==> src/rtl/instr_fetch_unit_pkg.sv <==
// Shared types and constants for the instruction fetch path and its neighbours
// (control decoder, benches).
package instr_fetch_unit_pkg;

  typedef enum logic [1:0] {
    S_BOOT = 2'b00,
    S_REQ  = 2'b01,
    S_HOLD = 2'b10
  } fetch_state_e;

  localparam logic [31:0] RESET_PC_DEFAULT = 32'h0000_0000;

  localparam logic [5:0] OP_R    = 6'b000000;
  localparam logic [5:0] OP_LW   = 6'b100011;
  localparam logic [5:0] OP_SW   = 6'b101011;
  localparam logic [5:0] OP_BEQ  = 6'b000100;
  localparam logic [5:0] OP_BNE  = 6'b000101;
  localparam logic [5:0] OP_J    = 6'b000010;
  localparam logic [5:0] OP_LUI  = 6'b001111;
  localparam logic [5:0] OP_SLTI = 6'b001010;

  // Word-scaled, sign-extended branch displacement.
  function automatic logic [31:0] br_offset(input logic [15:0] imm16);
    return {{14{imm16[15]}}, imm16, 2'b00};
  endfunction

endpackage

==> src/rtl/instr_fetch_unit_if.sv <==
// Memory-port and decode-side signals of the fetch unit; master is the fetch
// unit, slave is the memory/decode environment.
interface instr_fetch_unit_if #(
  parameter int CNT_W = 32
);
  logic             imem_req;
  logic [31:0]      imem_addr;
  logic             imem_ack;
  logic [31:0]      imem_rdata;
  logic [31:0]      instr;
  logic             instr_valid;
  logic             instr_ready;
  logic [31:0]      pc;
  logic [31:0]      pc_plus4;
  logic             br_taken;
  logic [15:0]      br_imm16;
  logic             jmp;
  logic [25:0]      jmp_target26;
  logic [CNT_W-1:0] fetch_count;

  modport master (
    output imem_req, imem_addr, instr, instr_valid, pc, pc_plus4, fetch_count,
    input  imem_ack, imem_rdata, instr_ready, br_taken, br_imm16, jmp, jmp_target26
  );

  modport slave (
    input  imem_req, imem_addr, instr, instr_valid, pc, pc_plus4, fetch_count,
    output imem_ack, imem_rdata, instr_ready, br_taken, br_imm16, jmp, jmp_target26
  );

endinterface

==> src/rtl/instr_fetch_unit_npc_calc.sv <==
// Next-PC selection from the redirect controls of the presented instruction.
// Jump wins over a taken branch; all arithmetic wraps at 32 bits.
module npc_calc
  import instr_fetch_unit_pkg::*;
(
  input  logic [31:0] pc_plus4_i,
  input  logic        br_taken_i,
  input  logic [15:0] br_imm16_i,
  input  logic        jmp_i,
  input  logic [25:0] jmp_target26_i,
  output logic [31:0] npc_o
);

  always_comb begin
    npc_o = pc_plus4_i;
    if (jmp_i) begin
      npc_o = {pc_plus4_i[31:28], jmp_target26_i, 2'b00};
    end else if (br_taken_i) begin
      npc_o = pc_plus4_i + br_offset(br_imm16_i);
    end
  end

endmodule

==> src/rtl/instr_fetch_unit.sv <==
// Instruction fetch unit: owns the PC, fetches one word at a time and holds
// it for decode until accepted.
//
// state  | meaning
// S_BOOT | first cycle after reset, no request yet
// S_REQ  | imem_req high at pc, waiting for imem_ack
// S_HOLD | instr valid, waiting for instr_ready
module instr_fetch_unit
  import instr_fetch_unit_pkg::*;
#(
  parameter logic [31:0] RESET_PC = RESET_PC_DEFAULT,
  parameter int          CNT_W    = 32
) (
  input logic                 clk,
  input logic                 rst,
  instr_fetch_unit_if.master  bus
);

  localparam logic [31:0] PC_INIT = {RESET_PC[31:2], 2'b00};

  fetch_state_e     state_q, state_d;
  logic [31:0]      pc_q, pc_d;
  logic [31:0]      instr_q, instr_d;
  logic             instr_valid_q, instr_valid_d;
  logic [CNT_W-1:0] fetch_count_q, fetch_count_d;
  logic             imem_req;
  logic [31:0]      pc_plus4;
  logic [31:0]      npc;

  assign pc_plus4 = pc_q + 32'd4;

  npc_calc u_npc_calc (
    .pc_plus4_i     (pc_plus4),
    .br_taken_i     (bus.br_taken),
    .br_imm16_i     (bus.br_imm16),
    .jmp_i          (bus.jmp),
    .jmp_target26_i (bus.jmp_target26),
    .npc_o          (npc)
  );

  always_ff @(posedge clk or posedge rst) begin
    if (rst) begin
      state_q       <= S_BOOT;
      pc_q          <= PC_INIT;
      instr_q       <= 32'h0;
      instr_valid_q <= 1'b0;
      fetch_count_q <= '0;
    end else begin
      state_q       <= state_d;
      pc_q          <= pc_d;
      instr_q       <= instr_d;
      instr_valid_q <= instr_valid_d;
      fetch_count_q <= fetch_count_d;
    end
  end

  always_comb begin
    state_d       = state_q;
    pc_d          = pc_q;
    instr_d       = instr_q;
    instr_valid_d = instr_valid_q;
    fetch_count_d = fetch_count_q;
    imem_req      = 1'b0;
    case (state_q)
      S_BOOT: state_d = S_REQ;
      S_REQ: begin
        imem_req = 1'b1;
        if (bus.imem_ack) begin
          instr_d       = bus.imem_rdata;
          instr_valid_d = 1'b1;
          state_d       = S_HOLD;
        end
      end
      S_HOLD: begin
        // Redirect inputs only matter on the accepting cycle.
        if (bus.instr_ready) begin
          instr_valid_d = 1'b0;
          pc_d          = npc;
          fetch_count_d = fetch_count_q + CNT_W'(1);
          state_d       = S_REQ;
        end
      end
      default: state_d = S_BOOT;
    endcase
  end

  assign bus.imem_req    = imem_req;
  assign bus.imem_addr   = pc_q;
  assign bus.instr       = instr_q;
  assign bus.instr_valid = instr_valid_q;
  assign bus.pc          = pc_q;
  assign bus.pc_plus4    = pc_plus4;
  assign bus.fetch_count = fetch_count_q;

endmodule

==> src/flat_wrapper.sv <==
// flat-port wrapper written by rule: the top's interface ports become plain ports
module instr_fetch_unit_flat import instr_fetch_unit_pkg::*;
#(
  parameter logic [31:0] RESET_PC = RESET_PC_DEFAULT,
  parameter int          CNT_W    = 32
)
  (clk, rst, bus_imem_req, bus_imem_addr, bus_instr, bus_instr_valid, bus_pc, bus_pc_plus4, bus_fetch_count, bus_imem_ack, bus_imem_rdata, bus_instr_ready, bus_br_taken, bus_br_imm16, bus_jmp, bus_jmp_target26);
  instr_fetch_unit_if #(.CNT_W(CNT_W)) bus_i ();
  input logic clk;
  input logic rst;
  output wire logic [$bits(bus_i.imem_req)-1:0] bus_imem_req;
  output wire logic [$bits(bus_i.imem_addr)-1:0] bus_imem_addr;
  output wire logic [$bits(bus_i.instr)-1:0] bus_instr;
  output wire logic [$bits(bus_i.instr_valid)-1:0] bus_instr_valid;
  output wire logic [$bits(bus_i.pc)-1:0] bus_pc;
  output wire logic [$bits(bus_i.pc_plus4)-1:0] bus_pc_plus4;
  output wire logic [$bits(bus_i.fetch_count)-1:0] bus_fetch_count;
  input wire logic [$bits(bus_i.imem_ack)-1:0] bus_imem_ack;
  input wire logic [$bits(bus_i.imem_rdata)-1:0] bus_imem_rdata;
  input wire logic [$bits(bus_i.instr_ready)-1:0] bus_instr_ready;
  input wire logic [$bits(bus_i.br_taken)-1:0] bus_br_taken;
  input wire logic [$bits(bus_i.br_imm16)-1:0] bus_br_imm16;
  input wire logic [$bits(bus_i.jmp)-1:0] bus_jmp;
  input wire logic [$bits(bus_i.jmp_target26)-1:0] bus_jmp_target26;
  assign bus_imem_req = bus_i.imem_req;
  assign bus_imem_addr = bus_i.imem_addr;
  assign bus_instr = bus_i.instr;
  assign bus_instr_valid = bus_i.instr_valid;
  assign bus_pc = bus_i.pc;
  assign bus_pc_plus4 = bus_i.pc_plus4;
  assign bus_fetch_count = bus_i.fetch_count;
  assign bus_i.imem_ack = bus_imem_ack;
  assign bus_i.imem_rdata = bus_imem_rdata;
  assign bus_i.instr_ready = bus_instr_ready;
  assign bus_i.br_taken = bus_br_taken;
  assign bus_i.br_imm16 = bus_br_imm16;
  assign bus_i.jmp = bus_jmp;
  assign bus_i.jmp_target26 = bus_jmp_target26;
  instr_fetch_unit #(.RESET_PC(RESET_PC), .CNT_W(CNT_W)) u_core (.clk(clk), .rst(rst), .bus(bus_i));
endmodule
==> config.mk <==
export PLATFORM = sky130hd
export DESIGN_NAME = instr_fetch_unit_flat
export DESIGN_NICKNAME = d
export VERILOG_FILES = /design/src/rtl/instr_fetch_unit_pkg.sv /design/src/rtl/instr_fetch_unit_if.sv /design/src/rtl/instr_fetch_unit_npc_calc.sv /design/src/rtl/instr_fetch_unit.sv /design/src/flat_wrapper.sv
export SDC_FILE = /design/constraint.sdc
export NUM_CORES = 1
export LEC_CHECK = 0
export CAP_MARGIN = 20
export CORE_ASPECT_RATIO = 2
export CORE_MARGIN = 1.5
export CORE_UTILIZATION = 45
export CTS_CLUSTER_SIZE = 20
export DETAILED_ROUTE_END_ITERATION = 12
export GPL_ROUTABILITY_DRIVEN = 0
export PLACE_DENSITY = 0.85
export SYNTH_ARGS = -nofsm -noshare
export SYNTH_HDL_FRONTEND = slang
export SYNTH_SLANG_ARGS = --single-unit
export TNS_END_PERCENT = 20
==> constraint.sdc <==
create_clock -name clk -period 6.74 [get_ports clk]
set_input_delay 1.348 -clock clk [delete_from_list [all_inputs] [get_ports clk]]
set_output_delay 1.348 -clock clk [all_outputs]
set_load 0.02 [all_outputs]
# Word level (Yosys, flattened, before mapping)
# Index checks and enable logic that the tools add are counted.
# totals
regBits	99
input_bits	80
output_inout_bits	162
# op_classes
n_addsub	3
eq_ne	4
mux	9
reduce_logical	6
# ops
cell	count
$mux W32	2
$add A32 B1 Y32 const B	1
$add A32 B3 Y32 const B	1
$add A32 B32 Y32	1
$pmux W2 S3	1
$reduce_and A2 Y1	3
$mux W2	2
$ne A2 B2 Y1 const B	2
$mux W1	3
$reduce_and A3 Y1	1
$eq A2 B1 Y1 const B	1
$eq A2 B2 Y1 const B	1
$logic_not A2 Y1	1
$pmux W1 S2	1
$reduce_bool A2 Y1	1

# Depth between registers and ports, before layout
# Gate-level depths: netlist of run 1.
# depth
depth_word	4
depth_mapped	17

# Modules after synthesis
# A second synthesis of run 1 with hierarchy kept.
# unflattened
hier_cells	789
area_unflattened_um2	6991.7
# by_module_without_submodules
mod	instances	cells_per_inst	area_each_um2
instr_fetch_unit	1	465	4792.1
npc_calc	1	324	2199.6

# Worst setup path after synthesis of run 1
# No wires, ideal clock.
# synth_timing
path_type	flip-flop to flip-flop
from	register u_core.pc_q[3] (netlist: u_core.bus.imem_addr[3])
to	register u_core.pc_q[31] (netlist: u_core.bus.imem_addr[31])
setup_time_ns	0.086
t_arrival_ns	3.704
required_time_ns	6.654
slack_ns	2.950
path_stages_with_launch	15
path_buffers	1
path_cell_list	dfrtp_1 -> ha_1 -> and2_0 -> nand4_1 -> xnor2_1 -> ha_1 -> buf_2 -> a21o_1 -> o21bai_1 -> a211oi_1 -> a211oi_2 -> o41ai_1 -> mux2i_1 -> o32ai_2 -> nor3_1
# synth_via
elab_chain_len	4
# synth_rtl
item	line_no	source
start: declaration	instr_fetch_unit.sv:22	logic [31:0] pc_q, pc_d;
start signal: assignment	instr_fetch_unit.sv:50	pc_q <= pc_d;
$add A32 B3 Y32	instr_fetch_unit.sv:30	assign pc_plus4 = pc_q + 32'd4;
named net bus_pc_plus4[10]	flat_wrapper.sv:16	output wire logic [$bits(bus_i.pc_plus4)-1:0] bus_pc_plus4;
$add A32 B32 Y32	instr_fetch_unit_npc_calc.sv:19	npc_o = pc_plus4_i + br_offset(br_imm16_i);
$mux W32	instr_fetch_unit_npc_calc.sv:18	end else if (br_taken_i) begin
$mux W32	instr_fetch_unit_npc_calc.sv:16	if (jmp_i) begin
# The timed path passes the listed nets, and every way through them passes these cells.
# A chain may end at the register's enable or synchronous reset.

# Worst setup path in the final report of run 1
# layout_timing
from	register u_core.pc_q[2] (netlist: u_core.bus.imem_addr[2])
to	output port bus_pc_plus4[22]
# layout_via
elab_chain_len	1
# layout_rtl
item	line_no
$add A32 B3 Y32	instr_fetch_unit.sv:30
end: declaration	flat_wrapper.sv:16
# Every way passes these cells.

==> results.py, run 1 <==
metrics = {
    "floorplan": {
        "core_um2": 15200,
        "rows": 64,
        "dieArea_um2": 16300,
        "fp.dieH_um": 179,
        "io_pins": 242,
        "initial_utilization_pct": 45.7,
        "fp.dieW_um": 90.9,
    },
    "global_route": {
        "grt_start_max_net_pins": 86,
        "grtUsageTotal_pct": 28.2,
        "grt_pass1_wl_um": 35700,
        "grt_pass1_vias": 6802,
        "overflow": 0,
        "grt_antenna_before_repair": 0,
    },
    "logic_synthesis": {
        "ys_seq_area_share_pct": 34.9,
        "synth-xor-area-share_pct": 10.2,
        "synth_compound_area_share_pct": 18.4,
        "async_reset_ff_share_pct": 100,
        "ys_warn_count": 0,
        "syn_area_per_cell_um2": 8.97,
        "syn_area_um2": 6950,
        "synth.top_cell.area_share_pct": 34.9,
        "synth_area_leader_cell": "dfrtp_1",
        "synth_area_leaders": "dfrtp_1 (35%), xnor2_1 (7.1%), ha_1 (6.7%)",
        "yosysMostFrequentCell": "dfrtp_1",
        "ys_ff_latch": 97,
        "ys.flop_type": "dfrtp_1",
        "synth_mux_area_share_pct": 6.28,
        "yosys.area_share.simple_pct": 17.0,
        "synth_top_family_by_area": "compound AO/OA/AOI/OAI gates",
        "ys_types": 70,
        "synth_edf_count": 0,
        "synth_common_cells": "dfrtp_1 (97), nand2_1 (87), a21oi_1 (59), xnor2_1 (56)",
        "netlist_instances": 775,
        "synthAdderAreaFrac_pct": 6.95,
    },
    "timing": {
        "fmax_mhz": 214,
        "finalHoldViolations": 0,
        "timing.hold.ws_ns": 0.470,
        "worst_slew_pin_slew_ns": 1.11,
        "finalClockSkew_ns": 0.0111,
        "maxSlewViolCount": 0,
        "final.min_clock_period_ns": 4.67,
        "finalSetupViolCount": 0,
        "slew_headroom_pct": 25.9,
        "period_share_pct": 69.3,
        "rsz0062_at_grt": "false",
        "setup_ws_ns": 2.07,
        "tns_ns": 0,
    },
    "power_and_ir_drop": {
        "p_leak_uw": 0.00402,
        "vdd_drop_max_mv": 0.275,
        "power_density_nw_per_um2": 459,
    },
    "status": {
        "status": "finished, final reports clean",
    },
    "critical_path": {
        "crit_path_max_fanout": 7,
        "cp_data_required_time_ns": 5.39,
        "arrival_ns": 3.32,
        "worstSetupPathType": "reg -> out",
        "start_kind": "flip-flop",
        "worst_setup_path_end_kind": "primary output",
    },
    "route": {
        "drt_iter0_markers": 468,
        "avgViaCountPerCell": 5.89,
        "wl_per_cell_um": 20.1,
        "firstDrtPassIters": 6,
        "totalWireLength_um": 23500,
        "dr_total_vias": 6896,
        "drt.antenna.violating_nets": 0,
        "drcViolationCount": 0,
    },
    "layout": {
        "drive_above_1_share_pct": 7.72,
        "finalNonFillerCells": 1170,
        "fin_nets": 1085,
        "area.growth.synth_to_final_pct": 37.4,
        "antenna_cells": 0,
        "utilization_pct": 62.8,
    },
    "clock_network": {
        "cts_setup_buffers": 0,
        "clock-sinks": 97,
        "cts_resized": 0,
        "tritoncts": "built",
        "htreeDepth": 3,
        "clk_latency_ns": 0.35,
        "cts_max_path_buffers": 2,
        "cts_hold_repair.buffers": 0,
        "clkTransAtPathRegs_ns": 0.07,
        "cts_made_buffers": 9,
        "cts-root-buf": "clkbuf_16",
    },
    "place": {
        "dp_cells": 1153,
        "dp_hpwl_um": 17800,
        "post-place-ws_ns": 2.01,
        "portBuffers": 235,
    },
    "hold_path": {
        "hold_class": "reg -> reg",
    },
    "job": {
        "drv_cap": 0,
    },
}
==> final cells by class <==
class,instances,area (um^2)
fillers,1277,5660
multi-input cells,605,4110
flip-flops and latches,97,2430
repair buffers,242,2420
well taps,198,248
clock buffers,10,239
clock inverters,6,60.1
inverters,12,47.5
==> final timing paths <==
kind,start,cells past startpoint,slack [ns],endpoint
min reg2reg,u_core.bus.fetch_count[31]$_DFFE_PP0P_,1,0.47,u_core.bus.fetch_count[31]$_DFFE_PP0P_
max in group asynchronous,rst,4,4.58,u_core.bus.fetch_count[7]$_DFFE_PP0P_
max reg2reg,u_core.bus.imem_addr[2]$_DFFE_PP0P_,14,2.38,u_core.bus.imem_addr[31]$_DFFE_PP0P_
min in group asynchronous,rst,2,1.24,u_core.bus.instr[6]$_DFFE_PP0P_
max,u_core.bus.imem_addr[2]$_DFFE_PP0P_,6,2.07,bus_pc_plus4[22]
min,u_core.bus.fetch_count[31]$_DFFE_PP0P_,1,0.47,u_core.bus.fetch_count[31]$_DFFE_PP0P_
==> power breakdown <==
part           leakage, uW  internal, uW  switching (uW)  total, uW
Sequential         0.00121           780             272       1050
Combinational      0.00266          1270            1550       2820
Clock             0.000140           269             248        517
Total              0.00402          2310            2070       4390
==> through the flow <==
stage	instance area (um^2)	total power, uW
2_1_floorplan	6970	2730
3_3_place_gp	9230	3780
3_5_place_dp	9230	3830
4_1_cts	9530	4360
5_1_grt	9560	4620
6_report	9560	4390
==> registers in the layout, indices dropped and copies added (netlist names) <==
| name | flops |
|---|---|
| u_core.bus.instr_valid | 1 |
| u_core.state_q | 2 |
| u_core.bus.instr | 32 |
| u_core.bus.fetch_count | 32 |
| u_core.bus.imem_addr | 30 |
==> cell usage in the layout, fill, tap and decap left out, types with 3 or more instances in the layout <==
cell type        netlist  final
mux2i_1                5      5
o22ai_1                5      5
o211ai_1               6      6
nand2_1               87     87
o221ai_1               3      3
a31oi_1                7      7
mux2_2                33     33
and4_1                 7      7
and3_2                 4      4
xor2_1                25     25
or3_1                  4      4
clkbuf_16              0      9
o31ai_1                3      3
buf_4                 37      6
ha_1                  37     37
clkdlybuf4s50_1        0    235
nand3_1               31     31
nand4_1               16     16
dfrtp_1               97     97
a21o_1                18     18
o21bai_1               6      6
inv_1                 12     11
xnor2_1               56     56
o21ai_0               47     47
nor3_1                 9      9
nor2_1                47     47
o21a_1                 4      4
conb_1                 1      6
a211oi_1              11     11
a21oi_1               59     59
nor2b_1                5      5
o211a_1                3      3
and3_1                12     12
==> cell families (layout without fill, tap and decap cells) <==
| family | Yosys count | count (layout) |
|---|---|---|
| muxes | 39 | 39 |
| other | 1 | 6 |
| adders and majority gates | 38 | 38 |
| AOI/OAI and AO/OA | 199 | 199 |
| buffers and inverters | 78 | 270 |
| and+or+nand+nor | 242 | 242 |
| xor gates and xnor gates | 81 | 81 |
| DFF | 97 | 97 |
==> layer usage <==
layer,part of all wire [%],global-route usage [%],vias up,routed length [um]
met1,34,29.7,3296,8030
li1,-,-,3153,-
met5,0,0,-,0
met2,54,51.5,350,12700
met4,6.3,19.5,0,1480
met3,5.6,3.52,97,1310
==> worst max-delay path, cell delays in order, from the launching register on <==
cell and delay (ns):
dfrtp_1 0.51, ha_1 0.26, and2_0 0.35, and3b_1 0.37
nand4_1 0.15, xnor2_1 0.60, clkdlybuf4s50_1 0.74
No activity file was read; power rests on OpenSTA's default activity.
==> run 2, diff against run 1 <==
--- a/config.mk
+++ b/config.mk
@@ -8,11 +8,11 @@
 export CAP_MARGIN = 20
 export CORE_ASPECT_RATIO = 2
 export CORE_MARGIN = 1.5
-export CORE_UTILIZATION = 45
+export CORE_UTILIZATION = 42
 export CTS_CLUSTER_SIZE = 20
 export DETAILED_ROUTE_END_ITERATION = 12
 export GPL_ROUTABILITY_DRIVEN = 0
-export PLACE_DENSITY = 0.85
+export PLACE_DENSITY = 0.83
 export SYNTH_ARGS = -nofsm -noshare
 export SYNTH_HDL_FRONTEND = slang
 export SYNTH_SLANG_ARGS = --single-unit
==> constraint.sdc (replaced) <==
create_clock -name clk -period 3.8 [get_ports clk]
set_input_delay 0.76 -clock clk [delete_from_list [all_inputs] [get_ports clk]]
set_output_delay 0.76 -clock clk [all_outputs]
set_load 0.02 [all_outputs]
==> run 2 against run 1 <==
Core utilization shrank 1.0 points. Clock skew is essentially flat. Final area grew 5.2%. Critical path depth grew 2. Worst setup slack lost 2.0 ns.
==> results.py, run 2 (synthesis gave the netlist of run 1 again) <==
metrics = {
    "status": {
        "status": "finished, final reports clean",
    },
    "route": {
        "firstDrtPassIters": 5,
        "totalWireLength_um": 23900,
        "wl_per_cell_um": 19.4,
        "dr_total_vias": 7157,
        "drt_iter0_markers": 336,
        "drt.antenna.violating_nets": 0,
        "drcViolationCount": 0,
        "maxUsedRoutingLayer": "met4",
        "avgViaCountPerCell": 5.82,
        "met3WireLength_um": 1540,
        "m1WireLength_um": 8150,
        "met2WireLength_um": 12300,
    },
    "critical_path": {
        "crit_path_max_fanout": 5,
        "worstSetupPathType": "reg -> out",
        "start_kind": "flip-flop",
        "cp_data_required_time_ns": 3.04,
        "arrival_ns": 2.93,
        "rrSetupSlack_ns": 0.12,
        "worst_setup_path_end_kind": "primary output",
    },
    "clock_network": {
        "htreeDepth": 3,
        "cts_max_path_buffers": 2,
        "cts-root-buf": "clkbuf_16",
        "cts_made_buffers": 9,
        "clkTransAtPathRegs_ns": 0.07,
        "clock-sinks": 97,
        "cts_hold_repair.buffers": 0,
        "tritoncts": "built",
        "clk_latency_ns": 0.35,
    },
    "timing": {
        "slew_headroom_pct": 42.6,
        "fmax_mhz": 271,
        "finalSetupViolCount": 0,
        "maxSlewViolCount": 0,
        "setup_ws_ns": 0.115,
        "rsz0062_at_grt": "true",
        "period_share_pct": 97.0,
        "finalClockSkew_ns": 0.0113,
        "worst_slew_pin_slew_ns": 0.858,
        "tns_ns": 0,
        "finalHoldViolations": 0,
        "final.min_clock_period_ns": 3.69,
    },
    "layout": {
        "fin_area_um2": 10100,
        "drive_above_1_share_pct": 14.2,
        "fin_nets": 1138,
        "final_common_cell": "clkdlybuf4s50_1",
        "finalNonFillerCells": 1229,
        "area.growth.synth_to_final_pct": 44.6,
        "mostFrequentLayoutCells": "clkdlybuf4s50_1 (235), dfrtp_1 (96), nand2_1 (87)",
        "antenna_cells": 0,
    },
    "global_route": {
        "grt_start_max_net_pins": 60,
        "grtUsageTotal_pct": 27.4,
        "grt_pass1_vias": 7251,
        "overflow": 0,
        "grt_antenna_before_repair": 0,
        "grt_pass1_wl_um": 36800,
    },
    "place": {
        "dp_cells": 1210,
        "post-place-ws_ns": 0.00301,
        "placed_cell_area_um2": 9630,
        "portBuffers": 235,
        "dp_hpwl_um": 18400,
    },
    "floorplan": {
        "rows": 66,
        "io_pins": 242,
        "dieArea_um2": 17400,
        "fp.dieW_um": 94.0,
        "core_um2": 16300,
        "fp.dieH_um": 185,
        "initial_utilization_pct": 42.7,
    },
    "job": {
        "drv_cap": 0,
    },
    "power_and_ir_drop": {
        "power_density_nw_per_um2": 811,
        "p_leak_uw": 0.00432,
        "power_uw": 8160,
        "vdd_drop_max_mv": 0.522,
    },
    "hold_path": {
        "hold_class": "reg -> reg",
    },
}
[run 2: cell count changes in the layout (fill, tap and decap cells not counted), moves of 2 or more]
cell      delta
buf_4       +53
xnor2_1      -5
xnor2_2      +5
a21oi_1      -3
a21oi_2      +3
clkinv_4     +2
ha_1         -2
o21ai_0      -2
[run 2: what timing repair did]
item | in CTS | in global routing
setup buffers | 0 | 3
cloned | 0 | 0
resized for setup | 3 | 19
setup endpoints to repair | 2 | 9
pin swaps | 0 | 4
[run 2: worst paths after layout]
path	to	from	depth (start not counted)
worst max-delay path	bus_pc_plus4[21]	u_core.bus.imem_addr[8]$_DFFE_PP0P_	8
worst min-delay path	u_core.bus.instr_valid$_DFFE_PP0P_	u_core.bus.instr_valid$_DFFE_PP0P_	2
worst min register to register	u_core.bus.instr_valid$_DFFE_PP0P_	u_core.bus.instr_valid$_DFFE_PP0P_	2
min in group asynchronous	u_core.bus.instr[4]$_DFFE_PP0P_	rst	2
max in group asynchronous	u_core.bus.imem_addr[22]$_DFFE_PP0P_	rst	3
worst max register to register	u_core.bus.imem_addr[27]$_DFFE_PP0P_	u_core.bus.imem_addr[8]$_DFFE_PP0P_	15
[run 2: area by class of cell]
class	count	area, um^2
sequential	97	2430
multi-input combinational	605	4210
clock buffer	10	239
fill	1346	6210
timing repair buffer	295	2820
inverter	12	47.5
tap	204	255
clock inverter	6	61.3
[run 2: layer usage]
metal,global-route usage (%),up-vias
li1,-,3253
met1,29.1,3374
met3,4.23,125
met2,48.2,405
met4,19.5,0
met5,0,-
[run 2: report_power, final]
part	switching, uW	leakage (uW)	internal (uW)	total [uW]
Combinational	3000	0.00297	2550	5540
Clock	439	0.000144	478	916
Sequential	311	0.00121	1390	1700
Total	3740	0.00432	4410	8160
[run 2: worst max-delay path, cell delays in order (launching register included)]
cell,delay [ns]
dfrtp_1,0.40
and4_1,0.24
and3_2,0.26
and2b_1,0.18
and2b_1,0.21
and3_2,0.26
xor2_1,0.25
buf_4,0.18
clkdlybuf4s50_1,0.59
[run 2: through the flow]
step	hold WS, ns	util (%)
final	0.483	61.8
after global routing	0.508	61.8
after CTS	0.489	61.2
after detailed placement	0.470	59.2
after global placement	0.462	59.2
after floorplan	0.470	-
